### config.mk
export PLATFORM = sky130hd
export DESIGN_NAME = sequencia_jogo_param
export DESIGN_NICKNAME = d
export VERILOG_FILES = /design/src/rtl/sequencia_jogo_param.sv
export SDC_FILE = /design/constraint.sdc
export NUM_CORES = 1
export LEC_CHECK = 0
export ABC_CLOCK_PERIOD_IN_PS = 2880
export CORE_AREA = 3 3 169 89
export CTS_BUF_LIST = sky130_fd_sc_hd__clkbuf_4 sky130_fd_sc_hd__clkbuf_8
export DETAILED_ROUTE_END_ITERATION = 8
export DIE_AREA = 0 0 172 92
export PLACE_DENSITY = 0.63
export SETUP_SLACK_MARGIN = 0.05
export SYNTH_ARGS = -nofsm -noshare
export SYNTH_HDL_FRONTEND = slang
export SYNTH_SLANG_ARGS = --single-unit
### constraint.sdc
create_clock -name clock -period 2.88 [get_ports clock]
set_input_delay 0.288 -clock clock [delete_from_list [all_inputs] [get_ports clock]]
set_output_delay 0.288 -clock clock [all_outputs]
set_load 0.005 [all_outputs]
### src/rtl/sequencia_jogo_param.sv
// Memory-game sequencer: shows a stored sequence of one-hot symbols on the
// LEDs, then checks the player's replay, one more symbol per round.
// modo 0 plays a preloaded sequence, while modo 1 lets the player append a
// new symbol after each correctly replayed round.
//
// Ports
//   clock, reset           single clock, synchronous active-high reset
//   iniciar, modo          start pulse and game mode (mode sampled on start)
//   botoes                 raw button levels
//   carrega_we/addr/dado   preload write port (only in INICIAL / FIM states)
//   leds                   symbol being shown during MOSTRA, otherwise 0
//   pronto, acertou,
//   errou, timeout         session-end flags, held in the FIM states
//   db_estado, db_rodada,
//   db_endereco            debug view of state, round and address
module sequencia_jogo_param #(
    parameter int unsigned N_BOT       = 4,
    parameter int unsigned PROF        = 16,
    parameter int unsigned AW          = 4,
    parameter int unsigned TIMEOUT_CYC = 5000,
    parameter int unsigned SHOW_CYC    = 500
) (
    input  logic             clock,
    input  logic             reset,
    input  logic             iniciar,
    input  logic             modo,
    input  logic [N_BOT-1:0] botoes,
    input  logic             carrega_we,
    input  logic [AW-1:0]    carrega_addr,
    input  logic [N_BOT-1:0] carrega_dado,
    output logic [N_BOT-1:0] leds,
    output logic             pronto,
    output logic             acertou,
    output logic             errou,
    output logic             timeout,
    output logic [3:0]       db_estado,
    output logic [AW-1:0]    db_rodada,
    output logic [AW-1:0]    db_endereco
);

    localparam int unsigned IW    = (PROF > 1) ? $clog2(PROF) : 1;
    localparam int unsigned MAXC  = (TIMEOUT_CYC > SHOW_CYC) ? TIMEOUT_CYC : SHOW_CYC;
    localparam int unsigned CW    = $clog2(MAXC + 1);

    localparam logic [CW-1:0] TO_LAST    = CW'(TIMEOUT_CYC - 1);
    localparam logic [CW-1:0] SHOW_LAST  = CW'(SHOW_CYC - 1);
    localparam logic [AW-1:0] RODADA_MAX = AW'(PROF - 1);
    localparam logic [AW:0]   PROF_LIM   = (AW + 1)'(PROF);

    typedef enum logic [3:0] {
        INICIAL     = 4'h0,
        PREPARA     = 4'h1,
        MOSTRA      = 4'h2,
        APAGA       = 4'h3,
        ESPERA      = 4'h4,
        REGISTRA    = 4'h5,
        COMPARA     = 4'h6,
        PROXIMO     = 4'h7,
        ESPERA_NOVO = 4'h8,
        ESCREVE     = 4'h9,
        FIM_ACERTO  = 4'hA,
        FIM_ERRO    = 4'hE,
        FIM_TIMEOUT = 4'hF
    } state_t;

    state_t           state_q, state_d;
    logic [AW-1:0]    rodada_q, rodada_d;
    logic [AW-1:0]    endereco_q, endereco_d;
    logic [CW-1:0]    cnt_q, cnt_d;
    logic             modo_q, modo_d;
    logic             first_q, first_d;
    logic             armed_q, armed_d;
    logic [N_BOT-1:0] press_q, press_d;
    logic [N_BOT-1:0] rd_q, rd_d;
    logic [N_BOT-1:0] leds_q, leds_d;
    logic             pronto_q, pronto_d;
    logic             acertou_q, acertou_d;
    logic             errou_q, errou_d;
    logic             timeout_q, timeout_d;

    logic [N_BOT-1:0] mem_q [PROF];

    logic             load_ok_c;
    logic             press_c;
    logic             mem_we_c;
    logic             mem_wr_c;
    logic [AW-1:0]    mem_waddr_c;
    logic [N_BOT-1:0] mem_wdata_c;

    function automatic logic is_onehot(input logic [N_BOT-1:0] v);
        return (v != '0) && ((v & (v - N_BOT'(1))) == '0);
    endfunction

    function automatic logic in_range(input logic [AW-1:0] a);
        return {1'b0, a} < PROF_LIM;
    endfunction

    // Press = rising edge of "any button"; armed only after a cycle with all released
    assign load_ok_c = (state_q == INICIAL) || (state_q == FIM_ACERTO) ||
                       (state_q == FIM_ERRO) || (state_q == FIM_TIMEOUT);
    assign press_c   = armed_q && (botoes != '0);

    // Memory write port: the player-extension write takes priority over preload
    always_comb begin
        mem_we_c    = 1'b0;
        mem_waddr_c = carrega_addr;
        mem_wdata_c = carrega_dado;
        if (state_q == ESCREVE) begin
            mem_we_c    = 1'b1;
            mem_waddr_c = first_q ? '0 : rodada_q + AW'(1);
            mem_wdata_c = press_q;
        end else if (carrega_we && load_ok_c) begin
            mem_we_c = 1'b1;
        end
    end

    assign mem_wr_c = mem_we_c && in_range(mem_waddr_c);

    // Memory array: no reset so contents survive a game reset
    always_ff @(posedge clock) begin
        if (mem_wr_c) begin
            mem_q[IW'(mem_waddr_c)] <= mem_wdata_c;
        end
    end

    // Read data registered from the next address, so rd_q always matches
    // endereco_q; a same-cycle write is forwarded (ESCREVE -> MOSTRA at addr 0)
    always_comb begin
        rd_d = '0;
        if (mem_wr_c && (mem_waddr_c == endereco_d)) begin
            rd_d = mem_wdata_c;
        end else if (in_range(endereco_d)) begin
            rd_d = mem_q[IW'(endereco_d)];
        end
    end

    // Next-state and datapath updates
    always_comb begin
        state_d    = state_q;
        rodada_d   = rodada_q;
        endereco_d = endereco_q;
        cnt_d      = cnt_q;
        modo_d     = modo_q;
        first_d    = first_q;
        press_d    = press_q;
        armed_d    = (botoes == '0);

        case (state_q)
            INICIAL, FIM_ACERTO, FIM_ERRO, FIM_TIMEOUT: begin
                if (iniciar) begin
                    state_d    = PREPARA;
                    rodada_d   = '0;
                    endereco_d = '0;
                    cnt_d      = '0;
                    modo_d     = modo;
                    first_d    = 1'b1;
                end
            end
            PREPARA: begin
                cnt_d   = '0;
                state_d = modo_q ? ESPERA_NOVO : MOSTRA;
            end
            MOSTRA: begin
                if (cnt_q == SHOW_LAST) begin
                    cnt_d   = '0;
                    state_d = APAGA;
                end else begin
                    cnt_d = cnt_q + CW'(1);
                end
            end
            APAGA: begin
                if (cnt_q == SHOW_LAST) begin
                    cnt_d = '0;
                    if (endereco_q == rodada_q) begin
                        endereco_d = '0;
                        state_d    = ESPERA;
                    end else begin
                        endereco_d = endereco_q + AW'(1);
                        state_d    = MOSTRA;
                    end
                end else begin
                    cnt_d = cnt_q + CW'(1);
                end
            end
            ESPERA: begin
                // Press beats a simultaneous timeout; the timer idles while a button is held
                if (press_c) begin
                    press_d = botoes;
                    cnt_d   = '0;
                    state_d = REGISTRA;
                end else if (botoes == '0) begin
                    if (cnt_q == TO_LAST) begin
                        state_d = FIM_TIMEOUT;
                    end else begin
                        cnt_d = cnt_q + CW'(1);
                    end
                end
            end
            REGISTRA: begin
                state_d = COMPARA;
            end
            COMPARA: begin
                if (!is_onehot(press_q) || (press_q != rd_q)) begin
                    state_d = FIM_ERRO;
                end else if (endereco_q < rodada_q) begin
                    endereco_d = endereco_q + AW'(1);
                    cnt_d      = '0;
                    state_d    = ESPERA;
                end else begin
                    state_d = PROXIMO;
                end
            end
            PROXIMO: begin
                cnt_d = '0;
                if (rodada_q == RODADA_MAX) begin
                    state_d = FIM_ACERTO;
                end else if (!modo_q) begin
                    rodada_d   = rodada_q + AW'(1);
                    endereco_d = '0;
                    state_d    = MOSTRA;
                end else begin
                    state_d = ESPERA_NOVO;
                end
            end
            ESPERA_NOVO: begin
                if (press_c) begin
                    press_d = botoes;
                    cnt_d   = '0;
                    state_d = is_onehot(botoes) ? ESCREVE : FIM_ERRO;
                end else if (botoes == '0) begin
                    if (cnt_q == TO_LAST) begin
                        state_d = FIM_TIMEOUT;
                    end else begin
                        cnt_d = cnt_q + CW'(1);
                    end
                end
            end
            ESCREVE: begin
                // First symbol of a session lands at address 0 without advancing the round
                if (!first_q) begin
                    rodada_d = rodada_q + AW'(1);
                end
                first_d    = 1'b0;
                endereco_d = '0;
                cnt_d      = '0;
                state_d    = MOSTRA;
            end
            default: begin
                state_d = INICIAL;
            end
        endcase
    end

    // Outputs registered from the next state so they line up with db_estado
    always_comb begin
        leds_d    = (state_d == MOSTRA) ? rd_d : '0;
        pronto_d  = (state_d == FIM_ACERTO) || (state_d == FIM_ERRO) ||
                    (state_d == FIM_TIMEOUT);
        acertou_d = (state_d == FIM_ACERTO);
        errou_d   = (state_d == FIM_ERRO);
        timeout_d = (state_d == FIM_TIMEOUT);
    end

    // State and datapath registers
    always_ff @(posedge clock) begin
        if (reset) begin
            state_q    <= INICIAL;
            rodada_q   <= '0;
            endereco_q <= '0;
            cnt_q      <= '0;
            modo_q     <= 1'b0;
            first_q    <= 1'b0;
            armed_q    <= 1'b0;
            press_q    <= '0;
            rd_q       <= '0;
            leds_q     <= '0;
            pronto_q   <= 1'b0;
            acertou_q  <= 1'b0;
            errou_q    <= 1'b0;
            timeout_q  <= 1'b0;
        end else begin
            state_q    <= state_d;
            rodada_q   <= rodada_d;
            endereco_q <= endereco_d;
            cnt_q      <= cnt_d;
            modo_q     <= modo_d;
            first_q    <= first_d;
            armed_q    <= armed_d;
            press_q    <= press_d;
            rd_q       <= rd_d;
            leds_q     <= leds_d;
            pronto_q   <= pronto_d;
            acertou_q  <= acertou_d;
            errou_q    <= errou_d;
            timeout_q  <= timeout_d;
        end
    end

    assign leds        = leds_q;
    assign pronto      = pronto_q;
    assign acertou     = acertou_q;
    assign errou       = errou_q;
    assign timeout     = timeout_q;
    assign db_estado   = state_q;
    assign db_rodada   = rodada_q;
    assign db_endereco = endereco_q;

endmodule

==> impl_metrics.toml <==
[run_status]
outcome = "finished clean"

[global_route]
antenna_found_initial = 0
grt_pass1_wl_um = 22190
grt_max_degree = 23
grt.overflow.total = 0
grt_usage_pct = 17.79
grt_pass1_vias = 4314

[layout]
antenna_cells = 0
regArea_mm2 = 0.002815
stdcell_area_mm2 = 0.007142
nFillCells = 1172
multiInputGateArea_mm2 = 0.002799
drive_gt1_share_pct = 29.15
fin_nets = 664
syn_to_final_growth_pct = 31.37

[min_path]
holdPathEnd = "press_q[0]"
worstHoldStart = "press_q[0]"
hold_depth = 2
hold_path_class = "reg -> reg"

[yosys]
avgSynthCellArea_um2 = 10.18
synth-compound-area-share_pct = 13.19
synthFlopType = "edfxtp_1"
synth_cells = 534
synth-edff-count = 64
synth_xor_area_share_pct = 3.383
ys_warn_count = 0
synthesis.nets = 558
synth.area.mux_share_pct = 6.375
synth_top_family_by_area = "simple AND/OR/NAND/NOR gates"
synthAdderAreaFrac_pct = 1.611
ys_seq_elements = 108
async_reset_ff_share_pct = 0
synth_cell_type_count = 64
synthSimpleGateAreaFrac_pct = 20.74
synth-seq-area-share_pct = 51.55
synth_area_mm2 = 0.005436

[power]
p_int_mw = 2.726
ir_drop_mv = 0.2399
clkPwrFrac_pct = 24.1
comb_power_share_pct = 32.1
powerDensity_mw_per_mm2 = 568.2
switching_power_mw = 1.331
p_sw_share_pct = 32.81
share_seq_of_total_power_pct = 43.9
leakagePower_nw = 2.673

[clock_tree]
cts_made_buffers = 9
clkSinkCount = 108
clk_path_buf_depth = 2
ctsHtreeMaxLevel = 3
cts_root_buffer = "clkbuf_8"
cts_tree = "built"
insertion_delay_ns = 0.38
path_clk_slew_ns = 0.10

[routing]
drt-initial-drc-count = 322
remaining_drc_errors = 0
drt_pre_antenna_iters = 5
drtAntennaViolNets = 0
routedWlPerCell_um = 17.04
viasPerCell = 5.437
drt_wl_total_um = 13990
num_vias = 4464

[sta]
max_slew_margin_pct = 64.02
worst_pin_slew_ns = 0.5384
fmaxAchievable_mhz = 353.5
skew_ns = 0.01210
finalHoldViolCount = 0
grt_setup_unrepaired = "true"
period_share_pct = 98.22
setup_tns_ns = 0
fin_crit_ns = 2.829
setup_viol = 0
final-max-slew-violation-count = 0

[placement]
place_area_mm2 = 0.006447
dp_hpwl_um = 9883
port_buffers = 36
place_congestion = 0.8961

[critical_path]
crit_path_max_incr_delay_ns = 0.35
rrSetupSlack_ns = 0.05
cp-startpoint = "db_rodada[1]"
slowest_stage = "dfxtp_2"
ff2ff_path_depth = 15
critPathMaxFanout = 5
path_class = "reg -> reg"
cpMostUsedCell = "buf_4"
path_cells = "inv_2 -> ha_4 -> nor2b_1 -> o211ai_1 -> buf_4 -> nand2_1 -> buf_6 -> o31ai_4 -> a22oi_2 -> buf_4 -> xor2_1 -> nor3_2 -> nand3_2 -> mux2i_1 -> nor2_1"
crit_buf_inv = 4
crit_path_start_kind = "register"
crit_arrival_ns = 3.09
rr_startpoint = "db_rodada[1]"
required_ns = 3.14
timing.rr.end = "leds[0]"
end_kind = "register"
cp_top_family = "simple AND/OR/NAND/NOR gates"

[flow_run]
max_cap_violations = 0

[floorplan]
dieWidth_um = 172
core_mm2 = 0.01351
die-area_mm2 = 0.01582
dieHeight_um = 92
start_util_pct = 40.23
io-pin-count = 37
row_count = 30
worst max path at each step:
stage                            to  slack (ns)  cells after the start
after floorplan           cnt_q[11]        0.07                     12
after global placement      leds[0]       -0.08                     13
after detailed placement    leds[0]       -0.11                     12
after CTS                   leds[0]        0.04                     13
after global routing        leds[0]       -0.12                     14
final                       leds[0]        0.05                     15
timing repair:
action / CTS / global route
gates resized for setup: 51 / 43
hold endpoints to repair: 0 / 0
cloned: 3 / 0
hold buffers: 0 / 0
setup buffers: 5 / 7
pin swaps: 19 / 12
setup endpoints to repair: 14 / 54
layout by cell type (no fill, tap or decap), types with 6 or more instances in the layout:
cell | Yosys | layout
nand4_1 | 7 | 7
o21ai_0 | 27 | 21
or3_1 | 8 | 7
dfxtp_1 | 44 | 34
dfxtp_2 | 0 | 10
nor2_1 | 62 | 47
clkbuf_8 | 0 | 9
inv_1 | 14 | 13
nor3_1 | 15 | 12
mux2_2 | 8 | 8
mux2i_1 | 20 | 19
buf_6 | 2 | 7
nor2_2 | 1 | 14
buf_4 | 0 | 72
edfxtp_1 | 64 | 64
a21oi_1 | 29 | 26
clkdlybuf4s50_1 | 0 | 36
xor2_1 | 10 | 10
nand2_1 | 41 | 41
xnor2_1 | 11 | 11
nand3_1 | 46 | 37
nor2b_1 | 7 | 6
o211ai_1 | 19 | 19
metrics by stage:
stage	utilization (%)	std cells	hold WS, ns	setup WS (ns)	power [mW]
4_1_cts	51.32	814	0.5087	0.04437	4.049
6_report	52.85	821	0.5072	0.05132	4.058
2_1_floorplan	-	534	0.3673	0.06843	2.539
5_1_grt	52.85	821	0.5281	-0.1172	4.292
3_5_place_dp	47.71	790	0.5052	-0.1092	3.025
3_3_place_gp	47.71	790	0.4800	-0.08420	3.019
flip-flops by register name (all words and copies together), names as in the netlist:
register,count
acertou,1
armed_q,1
cnt_q,13
db_endereco,4
db_estado,4
db_rodada,4
errou,1
first_q,1
leds,4
mem_q,64
modo_q,1
press_q,4
pronto,1
rd_q,4
timeout,1
area by class of cell:
type | count | share of cell area (%)
Clock buffer | 10 | 1.840
Clock inverter | 6 | 1.104
Inverter | 14 | 0.7358
Multi-Input combinational cell | 387 | 39.19
Sequential cell | 108 | 39.42
Tap cell | 176 | 3.083
Timing Repair Buffer | 120 | 14.63
worst register-to-register path: cells and delay by family (launching register included):
family          cells  cell delay [ns]
buf+inv             4             0.51
simple gates        5             0.65
flops               1             0.35
xor+xnor            1             0.15
mux                 1             0.25
fa+ha+maj           1             0.20
compound gates      3             0.59
synthesized netlist by cell type (4+ instances only):
cell type,n,area [um^2]
mux2_1,5,56.30
dfxtp_1,44,880.8
inv_1,14,52.55
nor3_1,15,75.07
xor2_1,10,87.58
and2_1,4,25.02
nand2_1,41,153.9
a21oi_1,29,145.1
o211ai_1,19,142.6
nor2b_1,7,43.79
nand3_1,46,230.2
buf_2,8,40.04
o21ai_0,27,135.1
nand2b_1,5,31.28
ha_1,7,87.58
xnor2_1,11,96.34
edfxtp_1,64,1922
clkbuf_1,14,52.55
mux2i_1,20,200.2
nor2_1,62,232.7
or3_1,8,50.05
mux2_2,8,90.09
nand4_1,7,43.79
logic make-up (layout without fill, tap and decap cells):
group                    Yosys count  after routing
AO/OA/AOI/OAI                    104            104
XOR/XNOR                          21             21
adder cells (fa/ha/maj)            7              7
buffers and inverters             39            150
flip-flops                       108            108
multiplexers                      33             33
AND/OR/NAND/NOR                  222            222
metal layers:
metal / GRT usage, % / routed length [um] / share of wire (%)
met1: 23.90 / 6195 / 44
met2: 29.80 / 6956 / 50
met3: 3.488 / 669 / 4.8
met4: 4.050 / 164 / 1.2
met5: 0 / 0 / 0
power groups by stage:
stage | Combinational (mW) | Sequential (mW) | Clock (mW)
after floorplan | 0.734 | 1.81 | 0
final | 1.30 | 1.78 | 0.976
after CTS | 1.27 | 1.78 | 1.00
after global placement | 1.21 | 1.81 | 0
after global routing | 1.43 | 1.79 | 1.07
after detailed placement | 1.21 | 1.81 | 0
(Power assumes the default switching activity.)
